$ cat src/rtl/fp4_fft_input_loader_if.sv
// ---------------------------------------------------------------------------
// fp4_fft_input_loader_if
//   Valid/ready sample stream feeding the FP4 FFT input loader.
//
//   Signals
//     s_valid  producer has a sample on s_data
//     s_ready  consumer can take a sample this cycle
//     s_data   packed FP4 complex sample (real [7:4], imag [3:0] for DATA_W=8)
//
//   Modports
//     master   sample producer (drives s_valid/s_data, observes s_ready)
//     slave    the loader     (observes s_valid/s_data, drives s_ready)
// ---------------------------------------------------------------------------
interface fp4_fft_input_loader_if #(
  parameter int DATA_W = 8
);
  logic              s_valid;
  logic              s_ready;
  logic [DATA_W-1:0] s_data;

  modport master (
    output s_valid,
    output s_data,
    input  s_ready
  );

  modport slave (
    input  s_valid,
    input  s_data,
    output s_ready
  );
endinterface

$ cat src/rtl/fp4_fft_input_loader.sv
// ---------------------------------------------------------------------------
// fp4_fft_input_loader
//   Front end of the ping-pong FP4 FFT sample memory. Takes a valid/ready
//   stream of complex FP4 samples, groups them into N-point frames and writes
//   each sample into the bank currently being filled. Once a frame is full
//   and the FFT core is idle, bank_sel flips and frame_start pulses so the
//   core can start on the freshly written bank.
//
//   Build option
//     FFT_INPUT_BITREV_EN  defined   : write address = bit-reversed sample
//                                      index (DIT input ordering)
//                          undefined : write address = sample index
//                                      (natural order, core reorders)
//
//   Ports
//     clk          system clock, rising edge
//     rst          asynchronous reset, active low
//     s            sample stream (slave side: s_valid, s_ready, s_data)
//     wr_en_1      memory write enable            (registered)
//     wr_addr_1    memory write address           (registered)
//     wr_data_1    memory write data              (registered)
//     bank_sel     ping-pong select; 0 = core reads bank0, loader fills bank1
//     frame_start  one-cycle pulse: new frame ready in the read bank
//     proc_done    one-cycle pulse from core: current frame finished
//     fill_cnt     samples written into the filling bank (0..N)
// ---------------------------------------------------------------------------
module fp4_fft_input_loader #(
  parameter int N      = 32,
  parameter int ADDR_W = 5,
  parameter int DATA_W = 8
) (
  input  logic                clk,
  input  logic                rst,
  fp4_fft_input_loader_if.slave s,
  output logic                wr_en_1,
  output logic [ADDR_W-1:0]   wr_addr_1,
  output logic [DATA_W-1:0]   wr_data_1,
  output logic                bank_sel,
  output logic                frame_start,
  input  logic                proc_done,
  output logic [ADDR_W:0]     fill_cnt
);

  localparam logic [ADDR_W-1:0] IDX_LAST = ADDR_W'(N - 1);
  localparam logic [ADDR_W:0]   FILL_MAX = (ADDR_W + 1)'(N);

  typedef enum logic [1:0] {
    FILL      = 2'd0,
    WAIT_SWAP = 2'd1,
    SWAP      = 2'd2
  } state_t;

  state_t            state;
  state_t            state_nxt;
  logic [ADDR_W-1:0] idx;
  logic [ADDR_W-1:0] idx_nxt;
  logic [ADDR_W:0]   fill_nxt;
  logic              core_busy;
  logic              core_busy_nxt;
  logic              ready;
  logic              accept;
  logic              swap_fire;

  // Sample index -> memory address.
  function automatic logic [ADDR_W-1:0] map_addr(input logic [ADDR_W-1:0] i);
    logic [ADDR_W-1:0] r;
    r = i;
`ifdef FFT_INPUT_BITREV_EN
    for (int b = 0; b < ADDR_W; b++) begin
      r[b] = i[ADDR_W-1-b];
    end
`endif
    return r;
  endfunction

  // Ready depends on state only, so the producer never sees a comb path
  // from its own s_valid back to s_ready.
  assign ready     = (state == FILL);
  assign s.s_ready = ready;
  assign accept    = s.s_valid & ready;

  // ---- next-state / control ----
  always_comb begin
    state_nxt = state;
    idx_nxt   = idx;
    fill_nxt  = fill_cnt;
    swap_fire = 1'b0;
    case (state)
      FILL: begin
        if (accept) begin
          if (idx == IDX_LAST) begin
            idx_nxt   = '0;
            fill_nxt  = FILL_MAX;
            state_nxt = WAIT_SWAP;
          end else begin
            idx_nxt  = idx + 1'b1;
            fill_nxt = fill_cnt + 1'b1;
          end
        end
      end
      WAIT_SWAP: begin
        // A proc_done arriving this cycle frees the core just in time.
        if (!core_busy || proc_done) begin
          state_nxt = SWAP;
        end
      end
      SWAP: begin
        swap_fire = 1'b1;
        fill_nxt  = '0;
        state_nxt = FILL;
      end
      default: begin
        state_nxt = FILL;
        idx_nxt   = '0;
        fill_nxt  = '0;
      end
    endcase

    // Handing a frame to the core outranks a concurrent proc_done.
    core_busy_nxt = core_busy;
    if (swap_fire) begin
      core_busy_nxt = 1'b1;
    end else if (proc_done) begin
      core_busy_nxt = 1'b0;
    end
  end

  // ---- state register ----
  always_ff @(posedge clk or negedge rst) begin
    if (!rst) begin
      state <= FILL;
    end else begin
      state <= state_nxt;
    end
  end

  // ---- frame bookkeeping and bank handover ----
  always_ff @(posedge clk or negedge rst) begin
    if (!rst) begin
      idx         <= '0;
      fill_cnt    <= '0;
      core_busy   <= 1'b0;
      bank_sel    <= 1'b0;
      frame_start <= 1'b0;
    end else begin
      idx         <= idx_nxt;
      fill_cnt    <= fill_nxt;
      core_busy   <= core_busy_nxt;
      bank_sel    <= bank_sel ^ swap_fire;
      frame_start <= swap_fire;
    end
  end

  // ---- memory write port (one cycle after accept) ----
  // The last sample of a frame is written during the first WAIT_SWAP cycle,
  // before bank_sel can flip, so it lands in the bank it belongs to.
  always_ff @(posedge clk or negedge rst) begin
    if (!rst) begin
      wr_en_1   <= 1'b0;
      wr_addr_1 <= '0;
      wr_data_1 <= '0;
    end else begin
      wr_en_1 <= accept;
      if (accept) begin
        wr_addr_1 <= map_addr(idx);
        wr_data_1 <= s.s_data;
      end
    end
  end

endmodule

$ cat src/flat_wrapper.sv
// flat-port wrapper written by rule: the top's interface ports become plain ports
module fp4_fft_input_loader_flat 
#(
  parameter int N      = 32,
  parameter int ADDR_W = 5,
  parameter int DATA_W = 8
)
  (clk, rst, wr_en_1, wr_addr_1, wr_data_1, bank_sel, frame_start, proc_done, fill_cnt, s_s_valid, s_s_data, s_s_ready);
  fp4_fft_input_loader_if #(.DATA_W(DATA_W)) s_i ();
  input  logic clk;
  input  logic rst;
  output logic wr_en_1;
  output logic [ADDR_W-1:0] wr_addr_1;
  output logic [DATA_W-1:0] wr_data_1;
  output logic bank_sel;
  output logic frame_start;
  input  logic proc_done;
  output logic [ADDR_W:0] fill_cnt;
  input wire logic [$bits(s_i.s_valid)-1:0] s_s_valid;
  input wire logic [$bits(s_i.s_data)-1:0] s_s_data;
  output wire logic [$bits(s_i.s_ready)-1:0] s_s_ready;
  assign s_i.s_valid = s_s_valid;
  assign s_i.s_data = s_s_data;
  assign s_s_ready = s_i.s_ready;
  fp4_fft_input_loader #(.N(N), .ADDR_W(ADDR_W), .DATA_W(DATA_W)) u_core (.clk(clk), .rst(rst), .s(s_i), .wr_en_1(wr_en_1), .wr_addr_1(wr_addr_1), .wr_data_1(wr_data_1), .bank_sel(bank_sel), .frame_start(frame_start), .proc_done(proc_done), .fill_cnt(fill_cnt));
endmodule
$ cat config.mk
export PLATFORM = sky130hd
export DESIGN_NAME = fp4_fft_input_loader_flat
export DESIGN_NICKNAME = d
export VERILOG_FILES = /design/src/rtl/fp4_fft_input_loader_if.sv /design/src/rtl/fp4_fft_input_loader.sv /design/src/flat_wrapper.sv
export SDC_FILE = /design/constraint.sdc
export NUM_CORES = 1
export LEC_CHECK = 0
export ABC_AREA = 1
export CAP_MARGIN = 20
export CORE_ASPECT_RATIO = 1.75
export CORE_MARGIN = 2
export CORE_UTILIZATION = 35
export CTS_BUF_LIST = sky130_fd_sc_hd__clkbuf_8 sky130_fd_sc_hd__clkbuf_16
export DETAILED_ROUTE_END_ITERATION = 10
export PLACE_DENSITY_LB_ADDON = 0.1
export SKIP_CTS_REPAIR_TIMING = 1
export SYNTH_ARGS = -nofsm -noshare
export SYNTH_HDL_FRONTEND = slang
export SYNTH_SLANG_ARGS = --single-unit
$ cat constraint.sdc
create_clock -name clk -period 2.7 [get_ports clk]
set_clock_uncertainty 0.15 [all_clocks]
set_input_delay 0.54 -clock clk [delete_from_list [all_inputs] [get_ports clk]]
set_output_delay 0.54 -clock clk [all_outputs]
set_load 0.005 [all_outputs]
**Yosys cells after proc, flatten, opt, wreduce, memory -nomap -nowiden**

Cells that the tools add are included.

- Logic and storage cells: 42
- Bits of input ports: 12
- Register bits after elaboration: 30
- Output and inout bits: 23

- Add/subtract/negate cells: 2
- Multiplexer cells: 13
- Reductions and logical operators: 8
- Equal/unequal tests: 6
- Bitwise logic cells: 4

Operators with widths:

| kind | count |
|---|---|
| $mux 6 | 2 |
| $pmux 6 s2 | 1 |
| $mux 5 | 2 |
| $pmux 5 s2 | 1 |
| $add 6x1->6 const B | 1 |
| $mux 2 | 3 |
| $add 5x1->5 const B | 1 |
| $eq 5x5->1 const B | 1 |
| $ne 2x2->1 const B | 2 |
| $pmux 2 s2 | 1 |
| $reduce_and 2->1 | 2 |
| $mux 1 | 3 |
| $reduce_and 3->1 | 1 |
| $eq 2x1->1 const B | 1 |
| $eq 2x2->1 const B | 1 |
| $logic_not 2->1 | 1 |
| $ne 2x1->1 const B | 1 |
| $not 1->1 | 2 |
| $reduce_bool 2->1 | 1 |
| $reduce_or 2->1 | 1 |
| $and 1x1->1 | 1 |
| $logic_not 1->1 | 1 |
| $logic_or 1x1->1 | 1 |
| $xor 1x1->1 | 1 |

**Longest topological paths before layout**

- Word-level depth: 4
- Gate-level depth with buffers: 9
- Gate-level depth less buffers: 9

**Least setup slack after synthesis**

OpenSTA, ideal clock, no wires.

- Path type: flip-flop to flip-flop
- Start: register u_core.idx[0]
- End: register u_core.idx[2]
- Required time: 2.487 ns
- Arrival: 1.310 ns
- Setup time: 0.063 ns
- Path buffers: 0
- Clock period less this slack: 1.523 ns
- Stages on the path, launching flop included: 9
- Path slack: 1.177 ns
- Cells stage by stage: dfrtp_1 > ha_1 > nand2_1 > nor2_1 > ha_1 > nor2_4 > a21oi_1 > a21o_1 > inv_1

- Cells in the longest elaborated chain, start to end: 4
- Elaborated cells on any way between the ends: 5
- Those cells by class: add/sub (1); eq/ne (1); mux (3)

RTL lines:

| item | RTL line | text |
|---|---|---|
| start: declaration | fp4_fft_input_loader.sv:55 | `logic [ADDR_W-1:0] idx;` |
| start signal: assignment | fp4_fft_input_loader.sv:146 | `idx <= idx_nxt;` |
| $add 5x1->5 or $eq 5x5->1 (tied branches) | fp4_fft_input_loader.sv:96, fp4_fft_input_loader.sv:91 |  |
| $mux 5 * | fp4_fft_input_loader.sv:91 | `if (idx == IDX_LAST) begin` |
| $mux 5 * | fp4_fft_input_loader.sv:90 | `if (accept) begin` |
| $pmux 5 s2 * | fp4_fft_input_loader.sv:88 | `case (state)` |

Every way passes the cells marked *; elsewhere a longest branch is shown, timed or not. The select of a mux whose other input is x is not followed.
A chain may end at the register's enable or synchronous reset.

**Final worst setup path**

- Start: register u_core.state[0]
- End: output s_s_ready

- Cells in the longest elaborated chain, start to end: 1

RTL lines:

| item | RTL line | text |
|---|---|---|
| start: declaration | fp4_fft_input_loader.sv:53 | `state_t state;` |
| start signal: assignment | fp4_fft_input_loader.sv:133 | `state <= state_nxt;` |
| $logic_not 2->1 | fp4_fft_input_loader.sv:78 | `assign ready = (state == FILL);` |
| end: declaration | flat_wrapper.sv:21 | `output wire logic [$bits(s_i.s_ready)-1:0] s_s_ready;` |

No other way between the ends.

==> results by group <==
Layout
  – Antenna diodes: 0
  – Commonest non-fill, non-tap cell in the layout: nand2_1
  – Fin cells: 248
  – Synthesis-to-layout area growth: 33.3%
  – Most frequent cells in the layout: nand2_1, clkdlybuf4s50_1, dfrtp_1
  – Nets: 219
  – Share of post-route cells with drive strength above 1: 0.0800

Worst setup path
  – Crit. End Element: output pin
  – Crit-path max FO: 5
  – Crit path max-delay family: buffers and inverters
  – Critical path's largest stage delay: 0.55 ns
  – Critical Path AT: 1.63 ns
  – CP Class: reg -> out
  – Critical path launch point type: register
  – CP max-delay cell: clkdlybuf4s50_1
  – CP required: 2.01 ns
  – Buf+Inv Stages, Crit Path: 2
  – CP cell instances: inv_1, ha_1, clkdlybuf4s50_1

STA
  – Max-slew violation count: 0
  – RSZ-0062 raised after global routing: no
  – Period Utilization, post-route: 0.860
  – Hold slack final: 0.316 ns
  – Final hold vios: 0
  – Worst slew pin tran: 0.390 ns
  – Final setup viols: 0
  – Fin worst setup slack: 0.379 ns
  – Max-slew headroom: 0.740
  – Clock period minus worst slack: 2.32 ns
  – Setup TNS: 0 ns
  – Achievable Freq: 431 MHz

Yosys
  – Post-synth EDFFs: 0
  – Synth Area per Inst: 8.92 µm²
  – Synth Register Bits: 30
  – Cell Area, Synth: 1420 µm²
  – Area share of the largest cell type after synthesis: 0.529
  – Synth Instances: 159
  – Synth Net Count: 179
  – Post-synthesis sequential area ratio: 0.529
  – Commonest register cell after synthesis: dfrtp_1
  – Synth area leaders: dfrtp_1, nand2_1, ha_1
  – Synthesis Warnings: 0
  – Area leader, netlist: dfrtp_1
  – Netlist cell types: 20
  – Ys async rst share: 1.00

Detailed routing
  – First DRT Iteration DRCs: 24
  – Via density: 4.62
  – WL/cell: 11.7 µm
  – Drt drc: 0
  – Routed WL: 2910 µm
  – 1st-pass router iterations: 4
  – Vias: 1,146
  – Routed Antenna Nets: 0

Global routing
  – Grt ovf: 0
  – Largest net degree at the start of global routing: 31
  – GRT Resource Usage Total: 0.149
  – Vias in the first global route: 1,185
  – Initial antenna violation count: 0
  – First-pass GRT wire length: 5090 µm

Die
  – Die height: 88.2 µm
  – Rows: 30
  – Starting density of the core: 0.367
  – Die area: 4600 µm²
  – Core area: 3870 µm²
  – I/O Pins: 35
  – Die X-Extent: 52.1 µm

Placement
  – Port bufs: 34
  – DP HPWL: 2150 µm
  – Post-place setup slack: 0.678 ns
  – RD Place Congestion: 0.725
  – Cell count after placement: 240

Worst hold path
  – Worst min-delay path class: reg -> reg

CTS
  – H-Tree Depth: 2
  – Worst-skew pair later-pin latency: 0.28 ns
  – Clk slew on worst S/H paths: 0.07 ns
  – Root Buffer: clkbuf_8
  – CTS Buf Count: 5
  – CTS sink count: 30
  – CTS tree: yes
  – Clk buf depth: 2

Pwr
  – Lkg Pwr: 0.944 nW
  – Power Dens Cells: 996 nW/µm²
  – Maximum VDD drop: 0.594 mV

Status
  – Outcome: finished, final reports clean

Job
  – Max Cap Viol: 0
==> per-layer routing <==
layer | wire length [µm] | global-route usage
met5 | 0 | 0
met4 | 35 | 0.0490
met3 | 137 | 0.0456
met2 | 1530 | 0.273
met1 | 1210 | 0.160
==> stage by stage <==
step / area [µm²] / utilization / total power, W
6_report: 1890 / 0.489 / 0.00188
5_1_grt: 1890 / 0.489 / 0.00205
4_1_cts: 1890 / 0.489 / 0.00192
3_5_place_dp: 1800 / 0.466 / 0.00154
3_3_place_gp: 1800 / 0.466 / 0.00151
2_1_floorplan: 1420 / - / 0.00117
==> sequential cells by signal (all words and copies together) (netlist names) <==
name,count
u_core.wr_addr_1,5
u_core.bank_sel,1
u_core.wr_data_1,8
u_core.fill_cnt,6
u_core.frame_start,1
u_core.state,2
u_core.idx,5
u_core.wr_en_1,1
u_core.core_busy,1
==> worst reg2reg max path, cell delays in order, from the launching register on <==
cell and delay, ns:
dfrtp_1 0.40, ha_1 0.22, nand2_1 0.09, nor2_1 0.06, ha_1 0.21, nor2_4 0.20
a21oi_1 0.10, a21o_1 0.15, inv_1 0.04
==> cells in the mapped netlist, types with 2 or more instances <==
library cell / number
inv_1: 22
nor2_1: 10
nand3_1: 12
a21oi_1: 3
o21ai_2: 2
ha_1: 8
o21ai_0: 12
nand2_1: 48
dfrtp_1: 30
a21o_1: 2
==> cell families after synthesis <==
group | count (synthesis) | synth area share
AO/OA/AOI/OAI | 22 | 0.101
XOR/XNOR | 1 | 0.00617
flip-flops | 30 | 0.529
buffers and inverters | 26 | 0.0847
adder cells (fa/ha/maj) | 8 | 0.0705
AND/OR/NAND/NOR | 72 | 0.208
==> worst paths after layout <==
| kind | startpoint | to | slack [ns] | cells after the start |
|---|---|---|---|---|
| worst max-delay path | u_core.state[0] | s_s_ready | 0.38 | 3 |
| worst min-delay path | u_core.bank_sel | u_core.bank_sel | 0.32 | 1 |
| worst max register to register | u_core.idx[0] | u_core.idx[2] | 1.02 | 8 |
| worst min register to register | u_core.bank_sel | u_core.bank_sel | 0.32 | 1 |
| max in group asynchronous | rst | u_core.wr_addr_1[3] | 1.60 | 2 |
| min in group asynchronous | rst | u_core.fill_cnt[4] | 0.50 | 2 |
==> power by group <==
part / leakage, nW / total [W] / switching (W) / internal (W)
Combinational: 0.499 / 0.000802 / 0.000411 / 0.000391
Sequential: 0.392 / 0.000712 / 0.000104 / 0.000607
Clock: 0.0524 / 0.000370 / 0.000168 / 0.000202
==> final cells by class <==
cell class	count	area, µm²
fillers	381	1970
flip-flops and latches	30	751
well taps	48	60.1
inverters	23	86.3
repair buffers	36	355
multi-input cells	103	548
clock buffers	6	82.6
clock inverters	2	8.76
Note: power is estimated with default switching activity, not from simulation.
